File: src/rtl/commit_recovery_sequencer.sv
// Recovery sequencer: latches the refetch target, pulses fetch/CSR redirect,
// then walks squashed active-list entries back before returning to COMMIT.
module commit_recovery_sequencer #(
  parameter int COMMIT_WIDTH = 2,
  parameter int AL_ENTRY_NUM = 64,
  parameter int PC_WIDTH = 32,
  localparam int CW = $clog2(AL_ENTRY_NUM + 1),
  localparam int NW = $clog2(COMMIT_WIDTH + 1)
) (
  input  logic                clk,
  input  logic                rst,
  input  logic                exceptionReq,
  input  logic [2:0]          refetchType,
  input  logic [4:0]          recoveryCause,
  input  logic [PC_WIDTH-1:0] recoveryOpPC,
  input  logic [PC_WIDTH-1:0] branchTarget,
  input  logic [PC_WIDTH-1:0] csrTrapVector,
  input  logic [CW-1:0]       alValidNum,
  input  logic [NW-1:0]       commitNum,
  input  logic                csrBusy,
  output logic [1:0]          phase,
  output logic                unableToStartRecovery,
  output logic                walkValid,
  output logic [NW-1:0]       walkNum,
  output logic                refetchValid,
  output logic [PC_WIDTH-1:0] refetchPC,
  output logic                trapValid,
  output logic [4:0]          trapCause,
  output logic                recoveryDone
);

  typedef enum logic [1:0] {
    COMMIT    = 2'd0,
    RECOVER_0 = 2'd1,
    RECOVER_1 = 2'd2
  } phase_e;

  phase_e phaseQ, phaseD;
  logic [CW-1:0] remQ, remD;
  logic [CW-1:0] walkAmt;
  logic [CW-1:0] remAfterWalk;
  logic [PC_WIDTH-1:0] pcQ, pcD;
  logic [4:0] causeQ, causeD;
  logic trapQ, trapD;
  logic doneQ, doneD;

  always_ff @(posedge clk) begin
    if (!rst) begin
      phaseQ <= COMMIT;
      remQ   <= '0;
      pcQ    <= '0;
      causeQ <= '0;
      trapQ  <= 1'b0;
      doneQ  <= 1'b0;
    end else begin
      phaseQ <= phaseD;
      remQ   <= remD;
      pcQ    <= pcD;
      causeQ <= causeD;
      trapQ  <= trapD;
      doneQ  <= doneD;
    end
  end

  always_comb begin
    if (remQ > CW'(COMMIT_WIDTH)) walkAmt = CW'(COMMIT_WIDTH);
    else walkAmt = remQ;
    remAfterWalk = remQ - walkAmt;
  end

  always_comb begin
    phaseD       = phaseQ;
    remD         = remQ;
    pcD          = pcQ;
    causeD       = causeQ;
    trapD        = trapQ;
    doneD        = 1'b0;
    refetchValid = 1'b0;
    trapValid    = 1'b0;
    walkValid    = 1'b0;
    walkNum      = '0;
    unique case (phaseQ)
      COMMIT: begin
        if (exceptionReq) begin
          phaseD = RECOVER_0;
          remD   = alValidNum - CW'(commitNum);
          causeD = recoveryCause;
          trapD  = (refetchType == 3'd4) || (refetchType == 3'd5);
          // 6/7 are unused encodings and fall back to THIS_PC
          case (refetchType)
            3'd1, 3'd3: pcD = recoveryOpPC + PC_WIDTH'(4);
            3'd2:       pcD = branchTarget;
            3'd4, 3'd5: pcD = csrTrapVector;
            default:    pcD = recoveryOpPC;
          endcase
        end
      end
      RECOVER_0: begin
        refetchValid = 1'b1;
        trapValid    = trapQ;
        if (remQ == '0) begin
          phaseD = COMMIT;
          doneD  = 1'b1;
        end else begin
          phaseD = RECOVER_1;
        end
      end
      RECOVER_1: begin
        walkValid = 1'b1;
        walkNum   = NW'(walkAmt);
        remD      = remAfterWalk;
        if (remAfterWalk == '0) begin
          phaseD = COMMIT;
          doneD  = 1'b1;
        end
      end
      default: phaseD = COMMIT;
    endcase
  end

  assign phase = phaseQ;
  assign unableToStartRecovery = (phaseQ != COMMIT) | csrBusy;
  assign refetchPC = pcQ;
  assign trapCause = causeQ;
  assign recoveryDone = doneQ;

endmodule

File: config.mk
export PLATFORM = sky130hd
export DESIGN_NAME = commit_recovery_sequencer
export DESIGN_NICKNAME = d
export VERILOG_FILES = /design/src/rtl/commit_recovery_sequencer.sv
export SDC_FILE = /design/constraint.sdc
export NUM_CORES = 1
export LEC_CHECK = 0
export CORE_MARGIN = 1.5
export CORE_UTILIZATION = 43
export DETAILED_ROUTE_END_ITERATION = 7
export GPL_TIMING_DRIVEN = 0
export PLACE_DENSITY = 0.92
export SETUP_SLACK_MARGIN = 0.5
export SLEW_MARGIN = 20
export SYNTH_ARGS = -nofsm -noshare
export SYNTH_HDL_FRONTEND = slang
export SYNTH_SLANG_ARGS = --single-unit
File: constraint.sdc
create_clock -name clk -period 2.9 [get_ports clk]
set_clock_uncertainty 0.15 [all_clocks]
set_input_delay 0.58 -clock clk [delete_from_list [all_inputs] [get_ports clk]]
set_output_delay 0.58 -clock clk [all_outputs]
set_load 0.02 [all_outputs]
==> load_flow_metrics.sql, run 1 <==
INSERT INTO impl_metrics (metric_group, metric, value, unit) VALUES
('synth', 'ys_dominant_reg_cell', 'sky130_fd_sc_hd__dfxtp_1', ''),
('synth', 'netlist_top_cells_area', 'sky130_fd_sc_hd__dfxtp_1 26%, sky130_fd_sc_hd__a21oi_1 4.7%, sky130_fd_sc_hd__a221o_1 4.1%', ''),
('pwr', 'power.share.combinational', '0.491', ''),
('sta', 'finalCriticalPeriod', '2.39', 'ns'),
('sta', 'timing.setup.tns', '0', 'ns'),
('floorplanning', 'fp.dieArea', '0.00903', 'mm²'),
('clocking', 'maximum_level_of_the_cts_h_tree', '2', ''),
('sta', 'final_hold_viol_count', '0', ''),
('sta', 'fin_crit_sh', '0.824', ''),
('setup_path', 'worst-setup-path-type', 'flop to output port', ''),
('pwr', 'power.ir.vdd_worst', '0.000359', 'V'),
('sta', 'setup_slack_after_layout', '0.509', 'ns'),
('pwr', 'switching_power', '1.14', 'mW'),
('setup_path', 'crit-reg2reg-launch', 'remQ[5]', ''),
('drt', 'num_vias', '4599', ''),
('setup_path', 'timing.critical_path.fanout_max', '10', ''),
('clocking', 'clock_tree.root_cell', 'sky130_fd_sc_hd__clkbuf_8', ''),
('global_route', 'grt_first_pass_wirelength', '21700', 'µm'),
('synth', 'yosys_reg_bits', '48', ''),
('sta', 'achievable-frequency', '418', 'MHz'),
('worst_hold_path', 'worst_hold_path_type', 'flop to flop', ''),
('run_status', 'outcome', 'completed', ''),
('pwr', 'seq_power_share', '0.302', ''),
('drt', 'drt_drc_violations_left', '0', ''),
('global_route', 'grt_antenna_before_repair', '0', ''),
('clocking', 'postCtsHoldBufs', '0', ''),
('synth', 'netlist_instances', '466', ''),
('finish', 'drive_gt1_frac', '0.126', ''),
('placed_design', 'dp_worst_setup_slack', '-0.00326', 'ns'),
('synth', 'synth_enable_flop_cells', '0', ''),
('worst_hold_path', 'worstHoldPathCells', '2', ''),
('pwr', 'power.clock.fraction', '0.207', ''),
('global_route', 'pin_count_of_the_biggest_net_entering_global_routing', '17', ''),
('drt', 'viasPerCell', '6.16', ''),
('floorplanning', 'num_io_pins', '163', ''),
('finish', 'filler_instances', '701', ''),
('setup_path', 'critPathArrivalTime', '1.66', 'ns'),
('placed_design', 'dp_hpwl', '10700', 'µm'),
('finish', 'finish.net_count', '766', ''),
('clocking', 'clock_sink_count', '48', ''),
('synth', 'mappedNetlistArea', '0.00364', 'mm²'),
('synth', 'synth_most_common_cell', 'sky130_fd_sc_hd__dfxtp_1', ''),
('synth', 'share_of_synthesized_registers_carrying_an_async_set_or_reset', '0', ''),
('synth', 'sequential_area_share_after_synthesis', '0.264', ''),
('drt', 'routed_wirelength', '14400', 'µm'),
('synth', 'synth.net_count', '591', ''),
('floorplanning', 'die_height', '95.0', 'µm'),
('clocking', 'cts_made_buffers', '5', ''),
('floorplanning', 'rows', '33', ''),
('synth', 'synth_area_leader_cell', 'sky130_fd_sc_hd__dfxtp_1', ''),
('pwr', 'internal-power', '1.81', 'mW'),
('drt', 'route.detailed.wl_per_inst', '19.3', 'µm'),
('global_route', 'global_route_usage_over_all_layers', '0.309', ''),
('drt', 'initialDrtViolationCount', '290', ''),
('drt', 'post_route_antenna_net_violation_count', '0', ''),
('synth', 'postSynthAreaPerCell', '7.82', 'µm²'),
('setup_path', 'worst_setup_path_end_kind', 'output port', ''),
('floorplanning', 'placeableCoreArea', '0.00822', 'mm²'),
('sta', 'grt_setup_unrepaired', 'true', ''),
('placed_design', 'placed_cell_area', '0.00540', 'mm²'),
('worst_hold_path', 'worst_hold_path.endpoint', 'trapCause[1]', ''),
('finish', 'final_cell_area', '0.00574', 'mm²'),
('sta', 'maxSlewHeadroom', '0.590', ''),
('sta', 'final_max_slew_viol_count', '0', ''),
('worst_hold_path', 'hold_path.startpoint', 'trapCause[1]', ''),
('global_route', 'globalRouteOverflowTotal', '0', ''),
('pwr', 'total_power_divided_by_cell_area', '513', 'mW/mm²'),
('finish', 'seq_area', '963', 'µm²'),
('clocking', 'cts.path.max_buffers', '2', ''),
('global_route', 'first_global_vias', '4417', ''),
('finish', 'antenna_cells', '0', '');
## timing repair
action,4_1_cts,5_1_grt
pin swaps,5,2
setup endpoints to repair,40,43
gates resized for setup,31,47
setup buffers,6,0
endpoints found under the hold margin,0,0
## worst max-delay path: stages, from the launching register on
cell and delay (ns):
sky130_fd_sc_hd__dfxtp_1 0.35, sky130_fd_sc_hd__inv_1 0.13, sky130_fd_sc_hd__ha_1 0.20, sky130_fd_sc_hd__buf_6 0.14
sky130_fd_sc_hd__clkbuf_4 0.21, sky130_fd_sc_hd__nand2_1 0.06, sky130_fd_sc_hd__nor2_1 0.08, sky130_fd_sc_hd__clkbuf_2 0.17
## how the worst max path moves through the flow
stage                          startpoint            end  slack, ns
final                            phase[0]     walkNum[0]       0.51
after global routing             phase[0]     walkNum[0]       0.40
after CTS                        phase[0]     walkNum[0]       0.37
after detailed placement   refetchType[2]  refetchPC[19]     -0.003
after global placement    recoveryOpPC[6]  refetchPC[27]       0.03
after floorplan                  phase[1]     walkNum[0]       0.56
## per-stage QoR
step | cells | total power [mW] | utilization | hold WS, ns
after floorplan | 466 | 1.64 | - | 0.282
after global placement | 733 | 2.25 | 0.657 | 0.292
after detailed placement | 733 | 2.27 | 0.657 | 0.303
after CTS | 747 | 2.89 | 0.684 | 0.318
after global routing | 747 | 3.09 | 0.699 | 0.332
final | 747 | 2.94 | 0.699 | 0.312
## layer usage
layer	share of wire	vias to the layer above	track usage
met5	0	-	0
met4	0.025	0	0.0858
met3	0.093	37	0.0606
met2	0.47	278	0.539
met1	0.41	2156	0.387
li1	-	2128	-
## cells in the final DEF, fill, tap and decap left out, types with 8 or more instances in the layout
cell and n:
sky130_fd_sc_hd__dfxtp_1 46, sky130_fd_sc_hd__o21ai_1 15, sky130_fd_sc_hd__inv_1 13, sky130_fd_sc_hd__o21ai_0 30
sky130_fd_sc_hd__mux2_2 9, sky130_fd_sc_hd__nor2_1 31, sky130_fd_sc_hd__a221o_1 15, sky130_fd_sc_hd__clkdlybuf4s50_1 154
sky130_fd_sc_hd__xor2_1 13, sky130_fd_sc_hd__buf_4 8, sky130_fd_sc_hd__a21oi_1 33, sky130_fd_sc_hd__a221oi_1 11
sky130_fd_sc_hd__o22ai_1 13, sky130_fd_sc_hd__clkbuf_1 9, sky130_fd_sc_hd__nand4_1 11, sky130_fd_sc_hd__nor3_1 9
sky130_fd_sc_hd__nand3_1 20, sky130_fd_sc_hd__mux2_1 11, sky130_fd_sc_hd__nand2_1 35, sky130_fd_sc_hd__clkbuf_2 16
## power groups by stage
| stage | clock network (mW) | logic (mW) | registers (mW) |
|---|---|---|---|
| 2_1_floorplan | 0 | 0.634 | 1.01 |
| 3_3_place_gp | 0 | 1.36 | 0.895 |
| 3_5_place_dp | 0 | 1.38 | 0.895 |
| 4_1_cts | 0.609 | 1.40 | 0.882 |
| 5_1_grt | 0.633 | 1.56 | 0.901 |
| 6_report | 0.609 | 1.45 | 0.889 |
## cell families (layout without fill, tap and decap cells)
family	after synthesis	in the layout	synth area share
AO/OA/AOI/OAI	168	168	0.310
AND/OR/NAND/NOR	151	151	0.225
flip-flops	48	48	0.264
buffers and inverters	48	224	0.0557
multiplexers	22	22	0.0673
XOR/XNOR	20	20	0.0481
adder cells (fa/ha/maj)	8	8	0.0295
other	1	1	0.00103
## sequential cells by signal (all words and copies together), names as in the netlist
signal        count
refetchPC        32
phase             2
trapQ             1
remQ              7
trapCause         5
recoveryDone      1
## area by class of cell
type | instances | area share
multi-input cells | 370 | 0.454
repair buffers | 168 | 0.290
flip-flops and latches | 48 | 0.168
plain buffers | 34 | 0.0323
well taps | 105 | 0.0229
clock buffers | 5 | 0.0120
clock inverters | 3 | 0.0120
inverters | 14 | 0.00915
Power figures use the tool's default switching activity.
==> inputs of run 2 (changes only) <==
==> constraint.sdc (replaced) <==
create_clock -name clk -period 2.4 [get_ports clk]
set_clock_uncertainty 0.15 [all_clocks]
set_input_delay 0.48 -clock clk [delete_from_list [all_inputs] [get_ports clk]]
set_output_delay 0.48 -clock clk [all_outputs]
set_load 0.02 [all_outputs]
==> run 2 against run 1 <==
Flip-flop and latch count unchanged; hold slack worse by 0.0058 ns; first-iteration DRC count increased by 94%; count of clock-buffer cells in the layout increased by 2; sequential power grew 23%; setup slack worse by 0.22 ns; final area grew 8.4%; core utilization up 5.9 points.
==> load_flow_metrics.sql, run 2 (synthesized netlist as in run 1, its figures left out) <==
INSERT INTO impl_metrics (metric_group, metric, value, unit) VALUES
('placed_design', 'dp_hpwl', '11000', 'µm'),
('global_route', 'globalRouteOverflowTotal', '0', ''),
('drt', 'drt_drc_violations_left', '0', ''),
('drt', 'num_vias', '5058', ''),
('drt', 'post_route_antenna_net_violation_count', '0', ''),
('finish', 'final_common_cell', 'sky130_fd_sc_hd__clkdlybuf4s50_1', ''),
('sta', 'finalCriticalPeriod', '2.11', 'ns'),
('placed_design', 'dp.cells', '733', ''),
('clocking', 'cts_made_buffers', '5', ''),
('finish', 'stdcell_count', '780', ''),
('pwr', 'total_power', '3.74', 'mW'),
('setup_path', 'setup.worst_path.start', 'remQ[6]', ''),
('finish', 'finish.net_count', '799', ''),
('setup_path', 'critPathArrivalTime', '2.19', 'ns'),
('setup_path', 'worstReg2RegEnd', 'phase[1]', ''),
('floorplanning', 'initial_core_util', '0.443', ''),
('clocking', 'clock_sink_count', '48', ''),
('finish', 'drive_gt1_frac', '0.250', ''),
('floorplanning', 'die_width', '95.0', 'µm'),
('setup_path', 'critical_path.max_stage_delay', '0.36', 'ns'),
('finish', 'antenna_cells', '0', ''),
('floorplanning', 'rows', '33', ''),
('global_route', 'global_route_usage_over_all_layers', '0.337', ''),
('drt', 'initialDrtViolationCount', '564', ''),
('setup_path', 'crit-reg2reg-launch', 'remQ[6]', ''),
('drt', 'viasPerCell', '6.48', ''),
('setup_path', 'timing.critical_path.fanout_max', '3', ''),
('setup_path', 'worst-setup-path-type', 'flop to flop', ''),
('drt', 'routed_wirelength', '16000', 'µm'),
('worst_hold_path', 'worst_hold_path_type', 'flop to flop', ''),
('flow_run', 'drv.max_cap_violation_count', '0', ''),
('run_status', 'outcome', 'completed', ''),
('floorplanning', 'fp.dieArea', '0.00903', 'mm²'),
('setup_path', 'setup.reg_to_reg.worst_slack', '0.29', 'ns'),
('sta', 'final_hold_viol_count', '0', ''),
('setup_path', 'worst_setup_path_end_kind', 'flop', ''),
('clocking', 'maximum_level_of_the_cts_h_tree', '2', ''),
('setup_path', 'crit_path_cell_trace', 'nor2_4 -> nand2_1 -> o21bai_1 -> ha_2 -> xor2_1 -> nand4b_1 -> a2111o_1 -> a2bb2oi_2 -> mux2i_1', ''),
('sta', 'maxSlewHeadroom', '0.649', ''),
('clocking', 'cts.path.max_buffers', '2', ''),
('finish', 'flip_flop_count_of_the_largest_register_all_copies_and_words_added', '32', ''),
('sta', 'worst_slew_pin_slew', '0.527', 'ns'),
('finish', 'syn2layout_area_growth', '70.9', '%'),
('global_route', 'pin_count_of_the_biggest_net_entering_global_routing', '15', ''),
('sta', 'achievable-frequency', '474', 'MHz'),
('pwr', 'p_leak', '2.74', 'nW'),
('floorplanning', 'num_io_pins', '163', ''),
('clocking', 'cts_tree', 'done', ''),
('placed_design', 'portBuffers', '162', ''),
('setup_path', 'critical_path.slowest_cell', 'sky130_fd_sc_hd__dfxtp_4', ''),
('sta', 'grt_setup_unrepaired', 'true', ''),
('finish', 'filler_instances', '554', ''),
('global_route', 'grt_first_pass_wirelength', '23400', 'µm'),
('placed_design', 'place_congestion', '0.928', ''),
('clocking', 'postCtsHoldBufs', '0', ''),
('pwr', 'power.ir.vdd_worst', '0.000335', 'V'),
('pwr', 'total_power_divided_by_cell_area', '602', 'mW/mm²'),
('clocking', 'worst_setup_hold_path_clk_slew', '0.09', 'ns'),
('drt', 'drt_pre_antenna_iters', '6', ''),
('finish', 'final_cell_mix', '82 x sky130_fd_sc_hd__clkdlybuf4s50_1, 40 x sky130_fd_sc_hd__buf_4, 40 x sky130_fd_sc_hd__dfxtp_1', ''),
('finish', 'final_cell_area', '0.00622', 'mm²'),
('floorplanning', 'placeableCoreArea', '0.00822', 'mm²'),
('sta', 'final_max_slew_viol_count', '0', ''),
('floorplanning', 'die_height', '95.0', 'µm'),
('sta', 'finalSetupViolations', '0', ''),
('global_route', 'grt_antenna_before_repair', '0', ''),
('clocking', 'clock_insertion_delay_worst_skew', '0.31', 'ns'),
('sta', 'fin_crit_sh', '0.880', ''),
('placed_design', 'placed_cell_area', '0.00546', 'mm²'),
('setup_path', 'critical_path_required', '2.48', 'ns'),
('setup_path', 'timing.critical_path.from_type', 'flop', ''),
('setup_path', 'reg2regPathDepth', '9', ''),
('global_route', 'first_global_vias', '4815', ''),
('drt', 'route.detailed.wl_per_inst', '20.6', 'µm'),
('clocking', 'clock_tree.root_cell', 'sky130_fd_sc_hd__clkbuf_8', ''),
('setup_path', 'critPathCapture', 'phase[1]', '');
==> run 2: how the worst min path moves through the flow <==
stage | slack [ns] | cells past startpoint | end | start
6_report | 0.31 | 2 | trapCause[2] | trapCause[2]
5_1_grt | 0.33 | 2 | trapCause[4] | trapCause[4]
4_1_cts | 0.31 | 2 | trapCause[2] | trapCause[2]
3_5_place_dp | 0.30 | 2 | trapCause[2] | trapCause[2]
3_3_place_gp | 0.29 | 2 | trapQ | trapQ
2_1_floorplan | 0.28 | 2 | trapQ | trapQ
==> run 2: through the flow <==
stage / hold slack (ns) / setup TNS (ns) / worst slack, ns / utilization
after global routing: 0.334 / 0 / 0.114 / 0.758
after detailed placement: 0.298 / -11.17 / -0.401 / 0.664
after floorplan: 0.282 / 0 / 0.404 / -
after global placement: 0.290 / -9.23 / -0.362 / 0.664
after CTS: 0.312 / 0 / 0.314 / 0.731
final: 0.306 / 0 / 0.288 / 0.758
==> run 2: what timing repair did <==
item / in CTS / in global routing
buffers inserted: 26 / 13
resized for setup: 174 / 95
pin swaps: 23 / 14
endpoints found under the setup margin: 78 / 67
==> run 2: metal layers <==
| layer | wire (µm) | part of all wire | global-route usage |
|---|---|---|---|
| met2 | 7660 | 0.48 | 0.582 |
| met4 | 872 | 0.054 | 0.168 |
| met1 | 5880 | 0.37 | 0.389 |
| met3 | 1620 | 0.10 | 0.0766 |
| met5 | 0 | 0 | 0 |
==> run 2: critical path: cells and delay by family, from the launching register on <==
family	cells	cell delay [ns]
AOI/OAI and AO/OA	3	0.64
xor gates and xnor gates	1	0.16
adders and majority gates	1	0.25
DFF	1	0.36
muxes	1	0.19
and+or+nand+nor	3	0.29
==> run 2: area by class of cell <==
type / instances / area (µm²) / area share
Buffer: 34 / 292 / 0.0468
Clock buffer: 7 / 96.3 / 0.0155
Clock inverter: 1 / 30.0 / 0.00482
Inverter: 14 / 67.6 / 0.0109
Multi-Input combinational cell: 370 / 2770 / 0.445
Sequential cell: 48 / 986 / 0.158
Tap cell: 105 / 131 / 0.0211
Timing Repair Buffer: 201 / 1850 / 0.298
==> run 2: power by group <==
| group | switching (mW) | internal, mW | leakage, nW |
|---|---|---|---|
| sequential | 0.128 | 0.964 | 0.401 |
| clock | 0.303 | 0.369 | 0.0645 |
| combinational | 1.06 | 0.918 | 2.28 |
